[src/rtl/matmul_seq.sv]
// Sequencer for C = A x B: walks (i,j,k), issues A/B reads, aligns MAC controls and C writes.
// Optional cycle counter on perf_cycles when MATMUL_SEQ_PERF_EN is defined.
module matmul_seq #(
  parameter int unsigned DIM_W  = 9,
  parameter int unsigned ADDR_W = 16,
  parameter int unsigned RD_LAT = 2
) (
  input  logic              CLK,
  input  logic              RST,
  input  logic              start,
  input  logic [DIM_W-1:0]  dim_m,
  input  logic [DIM_W-1:0]  dim_n,
  input  logic [DIM_W-1:0]  dim_k,
  input  logic              stall,
  output logic              busy,
  output logic              done,
  output logic              err,
  output logic [ADDR_W-1:0] a_addr,
  output logic [ADDR_W-1:0] b_addr,
  output logic              ab_re,
  output logic              mac_en,
  output logic              mac_first,
  output logic              mac_last,
  output logic [ADDR_W-1:0] c_addr,
  output logic              c_we,
  output logic [31:0]       perf_cycles
);

  localparam logic [1:0] StIdle  = 2'd0;
  localparam logic [1:0] StRun   = 2'd1;
  localparam logic [1:0] StDrain = 2'd2;
  localparam logic [1:0] StFin   = 2'd3;

  localparam int unsigned DrainW = (RD_LAT < 1) ? 1 : $clog2(RD_LAT + 1);
  localparam logic [DrainW-1:0] DrainLast = DrainW'(RD_LAT);
  localparam logic [DIM_W-1:0]  DOne = DIM_W'(1);
  localparam logic [ADDR_W-1:0] AOne = ADDR_W'(1);
  localparam logic [DrainW-1:0] COne = DrainW'(1);

  logic [1:0]        state_q, state_d;
  logic [DIM_W-1:0]  m_q, m_d, n_q, n_d, k_q, k_d;
  logic [DIM_W-1:0]  i_q, i_d, j_q, j_d, kc_q, kc_d;
  logic [ADDR_W-1:0] a_base_q, a_base_d, a_q, a_d, b_q, b_d, c_q, c_d;
  logic              err_q, err_d;
  logic [DrainW-1:0] drain_q, drain_d;

  logic              issue;
  logic              last_i, last_j, last_k;
  logic              zero_dim;
  logic [ADDR_W-1:0] k_ext, n_ext, j_ext;

  // Tag pipeline: one slot per cycle of read latency.
  logic [RD_LAT-1:0] tv_q, tf_q, tl_q;
  logic [ADDR_W-1:0] tc_q [RD_LAT];
  logic              cwe_q;
  logic [ADDR_W-1:0] caddr_q;

  assign issue    = (state_q == StRun) && !stall;
  assign last_i   = (i_q == m_q - DOne);
  assign last_j   = (j_q == n_q - DOne);
  assign last_k   = (kc_q == k_q - DOne);
  assign zero_dim = (dim_m == '0) || (dim_n == '0) || (dim_k == '0);
  assign k_ext    = ADDR_W'(k_q);
  assign n_ext    = ADDR_W'(n_q);
  assign j_ext    = ADDR_W'(j_q);

  always_comb begin
    state_d  = state_q;
    m_d      = m_q;
    n_d      = n_q;
    k_d      = k_q;
    i_d      = i_q;
    j_d      = j_q;
    kc_d     = kc_q;
    a_base_d = a_base_q;
    a_d      = a_q;
    b_d      = b_q;
    c_d      = c_q;
    err_d    = err_q;
    drain_d  = drain_q;
    case (state_q)
      StIdle: begin
        if (start) begin
          m_d      = dim_m;
          n_d      = dim_n;
          k_d      = dim_k;
          i_d      = '0;
          j_d      = '0;
          kc_d     = '0;
          a_base_d = '0;
          a_d      = '0;
          b_d      = '0;
          c_d      = '0;
          err_d    = zero_dim;
          state_d  = zero_dim ? StFin : StRun;
        end
      end
      StRun: begin
        if (!stall) begin
          if (!last_k) begin
            kc_d = kc_q + DOne;
            a_d  = a_q + AOne;
            b_d  = b_q + n_ext;
          end else begin
            kc_d = '0;
            c_d  = c_q + AOne;
            if (!last_j) begin
              j_d = j_q + DOne;
              a_d = a_base_q;
              b_d = j_ext + AOne;
            end else begin
              // Row of C finished: advance A to the next row base.
              j_d      = '0;
              i_d      = i_q + DOne;
              a_base_d = a_base_q + k_ext;
              a_d      = a_base_q + k_ext;
              b_d      = '0;
              if (last_i) begin
                state_d = StDrain;
                drain_d = '0;
              end
            end
          end
        end
      end
      StDrain: begin
        if (drain_q == DrainLast) begin
          state_d = StFin;
        end else begin
          drain_d = drain_q + COne;
        end
      end
      StFin: begin
        state_d = StIdle;
        err_d   = 1'b0;
      end
      default: state_d = StIdle;
    endcase
  end

  always_ff @(posedge CLK) begin
    if (RST) begin
      state_q  <= StIdle;
      m_q      <= '0;
      n_q      <= '0;
      k_q      <= '0;
      i_q      <= '0;
      j_q      <= '0;
      kc_q     <= '0;
      a_base_q <= '0;
      a_q      <= '0;
      b_q      <= '0;
      c_q      <= '0;
      err_q    <= 1'b0;
      drain_q  <= '0;
    end else begin
      state_q  <= state_d;
      m_q      <= m_d;
      n_q      <= n_d;
      k_q      <= k_d;
      i_q      <= i_d;
      j_q      <= j_d;
      kc_q     <= kc_d;
      a_base_q <= a_base_d;
      a_q      <= a_d;
      b_q      <= b_d;
      c_q      <= c_d;
      err_q    <= err_d;
      drain_q  <= drain_d;
    end
  end

  always_ff @(posedge CLK) begin
    if (RST) begin
      tv_q    <= '0;
      tf_q    <= '0;
      tl_q    <= '0;
      for (int s = 0; s < int'(RD_LAT); s++) begin
        tc_q[s] <= '0;
      end
      cwe_q   <= 1'b0;
      caddr_q <= '0;
    end else begin
      tv_q[0] <= issue;
      tf_q[0] <= (kc_q == '0);
      tl_q[0] <= last_k;
      tc_q[0] <= c_q;
      for (int s = 1; s < int'(RD_LAT); s++) begin
        tv_q[s] <= tv_q[s-1];
        tf_q[s] <= tf_q[s-1];
        tl_q[s] <= tl_q[s-1];
        tc_q[s] <= tc_q[s-1];
      end
      cwe_q <= mac_en && mac_last;
      if (mac_en && mac_last) begin
        caddr_q <= tc_q[RD_LAT-1];
      end
    end
  end

  assign busy      = (state_q != StIdle);
  assign done      = (state_q == StFin);
  assign err       = done && err_q;
  assign ab_re     = issue;
  assign a_addr    = a_q;
  assign b_addr    = b_q;
  assign mac_en    = tv_q[RD_LAT-1];
  assign mac_first = tv_q[RD_LAT-1] && tf_q[RD_LAT-1];
  assign mac_last  = tv_q[RD_LAT-1] && tl_q[RD_LAT-1];
  assign c_we      = cwe_q;
  assign c_addr    = caddr_q;

`ifdef MATMUL_SEQ_PERF_EN
  logic [31:0] perf_q;

  always_ff @(posedge CLK) begin
    if (RST) begin
      perf_q <= '0;
    end else if (start && (state_q == StIdle)) begin
      perf_q <= '0;
    end else if (state_q != StIdle) begin
      perf_q <= perf_q + 32'd1;
    end
  end

  assign perf_cycles = perf_q;
`else
  assign perf_cycles = 32'h0;
`endif

endmodule

[config.mk]
export PLATFORM = sky130hd
export DESIGN_NAME = matmul_seq
export DESIGN_NICKNAME = d
export VERILOG_FILES = /design/src/rtl/matmul_seq.sv
export SDC_FILE = /design/constraint.sdc
export NUM_CORES = 1
export LEC_CHECK = 0
export BUFFER_PORTS_ARGS = -buffer_cell sky130_fd_sc_hd__buf_2
export CELL_PAD_IN_SITES_DETAIL_PLACEMENT = 0
export CELL_PAD_IN_SITES_GLOBAL_PLACEMENT = 1
export CORE_MARGIN = 8
export CORE_UTILIZATION = 44
export DETAILED_ROUTE_END_ITERATION = 16
export GPL_ROUTABILITY_DRIVEN = 0
export PLACE_DENSITY_LB_ADDON = 0.1
export SYNTH_ARGS = -nofsm -noshare
export SYNTH_HDL_FRONTEND = slang
export SYNTH_SLANG_ARGS = --single-unit
[constraint.sdc]
create_clock -name CLK -period 4.3 [get_ports CLK]
set_input_delay 0.43 -clock CLK [delete_from_list [all_inputs] [get_ports CLK]]
set_output_delay 0.43 -clock CLK [all_outputs]
set_load 0.03 [all_outputs]
==> flow_summary_export.csv <==
group,metric,value,unit
status,status,"finished, final reports clean",
critical_path,timing.rr.start,"n_q[0]",
synthesis,synth_edf_count,0,
route,antenna_left,0,
die,die_w,161,um
power,power.density,463,nW/um^2
critical_path,critPathKind,"register to register",
layout,mostFrequentLayoutCell,"dfxtp_1",
clock_network,post_cts_resized,0,
timing,period_needed,3.43,ns
worst_hold_path,holdCritStartpoint,"dim_m[7]",
grt,gr-total-overflow,0,
grt,grt_use_total,18.4,%
timing,post-route-period-util,79.7,%
timing,fmax,292,MHz
timing,final-hold-violation-count,0,
placement,io_buffers,86,
placement,hpwlAfterDp,17.6,mm
layout,drive_gt1_share,14.3,%
critical_path,cp_data_arrival_time,3.71,ns
die,io_pins,119,
timing,setup_tns,0,ns
layout,stdcell_area,10400,um^2
clock_network,clk_path_buf_depth,2,
clock_network,postCtsHoldBufs,0,
clock_network,htree_levels,4,
critical_path,startpoint_type,"register",
timing,setup_viol,0,
layout,final_cell_mix,"dfxtp_1, nand2_1, a21oi_1",
critical_path,path_cells,"inv_1, ha_1, o21ba_2, a221oi_1, a41o_1, nand3_1, or3b_1, or3_1, xor2_1, o22ai_1",
die,die_area,25900,um^2
synthesis,yosys.area_share.simple,24.0,%
power,vdd_drop_max,0.000295,V
synthesis,synth_top_family_by_area,"simple AND/OR/NAND/NOR gates",
grt,grt_max_degree,87,
synthesis,ys_ff_latch,178,
synthesis,synth-compound-area-share,17.4,%
timing,whs,0.228,ns
critical_path,critPathCaptureType,"register",
synthesis,netlist_area,9260,um^2
grt,grt_first_pass_wirelength,39.2,mm
die,die_h,161,um
critical_path,worst_path_max_delay_cell,"or3b_1",
synthesis,async_flop_share,0,%
die,initial_core_util,44.5,%
route,dr_wl_met2,10.4,mm
route,via_count,7875,
synthesis,netlist_instances,1119,
timing,fin_worst_skew,0.0121,ns
die,core-area,20800,um^2
flow_run,maxCapViolCount,0,
power,power.internal,2.99,mW
power,clockPowerShare,32.6,%
power,switching_share,38.0,%
critical_path,crit_fanout,20,
grt,grt_pass1_vias,7496,
layout,syn2layout_area_growth,12.4,%
clock_network,clkSinkCount,178,
route,routed_wirelength,24.1,mm
layout,antenna_cells,0,
synthesis,seq_area_frac_synth,38.5,%
critical_path,critPathRequiredTime,4.58,ns
route,routed.top_layer,"met4",
clock_network,cts_tree,"built",
timing,drv_slew,0,
power,p_sw,1.83,mW
route,initialDrtViolationCount,519,
timing,worst-slew-pin-transition,0.924,ns
clock_network,cts_setup_buffers,0,
clock_network,clk_pin_slew,0.08,ns
placement,postPlaceCellArea,9800,um^2
timing,rsz0062_at_grt,"no",
synthesis,synth_area_per_cell,8.27,um^2
layout,nNetsFinal,1244,
synthesis,synth_warnings,0,
worst_hold_path,hp-class,"input port to register",
clock_network,clock_latency,0.44,ns
synthesis,synth_ff_type,"dfxtp_1",
clock_network,cts-root-buf,"clkbuf_16",
critical_path,critPathMaxStageDelay,0.80,ns
synthesis,synthXorXnorAreaFrac,6.96,%
clock_network,cts_buffers,17,
grt,antenna_found_initial,0,
layout,fillers,2118,
synthesis,synth_cell_types,75,
critical_path,startpoint,"n_q[0]",
power,pwr-share-comb,29.3,%
timing,slew_headroom,38.4,%
route,dr_wl_met3,1.28,mm
route,vias_per_cell,5.37,
route,wl_per_cell,16.4,um
route,first_pass_iters,5,
power,leakagePower,4.21,nW
route,drc,0,
die,fp-row-count,53,
power,p_seq_share,38.1,%
synthesis,synthAdderAreaFrac,4.76,%
route,met1_length,12.1,mm
synthesis,synth_mux_area_share,2.05,%
==> metrics by stage <==
step / std cells / worst slack, ns / utilization [%] / total power, mW
2_1_floorplan: 1150 / 1.31 / - / 2.88
3_3_place_gp: 1435 / 0.997 / 47.1 / 3.29
3_5_place_dp: 1435 / 0.865 / 47.1 / 3.29
4_1_cts: 1467 / 0.861 / 50.0 / 4.87
5_1_grt: 1467 / 0.619 / 50.0 / 5.09
6_report: 1467 / 0.871 / 50.0 / 4.82
==> flip-flops by register name, indices dropped and copies added (netlist names), 16 cells and up <==
register  cells
c_q          16
b_addr       16
a_addr       16
a_base_q     16
c_addr       16
tc_q         32
==> per-layer routing <==
metal,vias up,global-route usage [%]
met5,-,0
met4,0,4.67
met1,3670,25.2
li1,3998,-
met2,185,28.7
met3,22,4.25
==> power groups by stage <==
| stage | Clock [mW] | Sequential (mW) | Combinational (mW) |
|---|---|---|---|
| 3_3_place_gp | 0 | 1.88 | 1.41 |
| 4_1_cts | 1.61 | 1.84 | 1.42 |
| 3_5_place_dp | 0 | 1.88 | 1.41 |
| 2_1_floorplan | 0 | 1.85 | 1.03 |
| 5_1_grt | 1.68 | 1.85 | 1.56 |
| 6_report | 1.57 | 1.84 | 1.42 |
==> final cells by class <==
type	count	area, um^2	share of cell area [%]
clock buffer	17	425	4.09
inverter	26	97.6	0.937
clock inverter	15	183	1.75
sequential	178	3560	34.2
timing repair buffer	104	568	5.46
tap	275	344	3.30
multi-input combinational	852	5230	50.2
==> final timing paths <==
path | cells past startpoint | to | slack (ns)
worst max-delay path | 10 | a_addr[13] | 0.87
worst min-delay path | 3 | m_q[7] | 0.23
worst min register to register | 2 | c_addr[6] | 0.44
worst max register to register | 10 | a_addr[13] | 0.87
==> logic make-up (layout without fill, tap and decap cells) <==
family | after synthesis | count (layout)
other | 1 | 32
xor gates and xnor gates | 72 | 72
buffers and inverters | 120 | 162
and+or+nand+nor | 446 | 446
adders and majority gates | 34 | 34
DFF | 178 | 178
muxes | 18 | 18
AOI/OAI and AO/OA | 250 | 250
==> Yosys cell counts (12+ instances only) <==
cell        n  area, um^2
buf_4      32         240
a21oi_1   104         521
nand4_1    14        87.6
nand2_1   169         634
nand3_1    38         190
nor2b_1    37         231
or3_1      13        81.3
xnor2_1    34         298
a22oi_1    14         105
nor3_1     23         115
o21ai_0    26         130
and3_1     16         100
nor2_1     61         229
ha_1       32         400
or4_1      12        90.1
clkbuf_1   50         188
o22ai_1    13        81.3
inv_1      25        93.8
nor4_1     13        81.3
xor2_1     37         324
dfxtp_1   178        3560
==> worst max-delay path, delay by kind of cell (launching register included) <==
| family | cells | cell delay, ns |
|---|---|---|
| compound gates | 4 | 0.73 |
| xor+xnor | 1 | 0.20 |
| fa+ha+maj | 1 | 0.29 |
| buf+inv | 1 | 0.07 |
| flops | 1 | 0.43 |
| simple gates | 3 | 1.54 |
No activity file was read; power rests on OpenSTA's default activity.
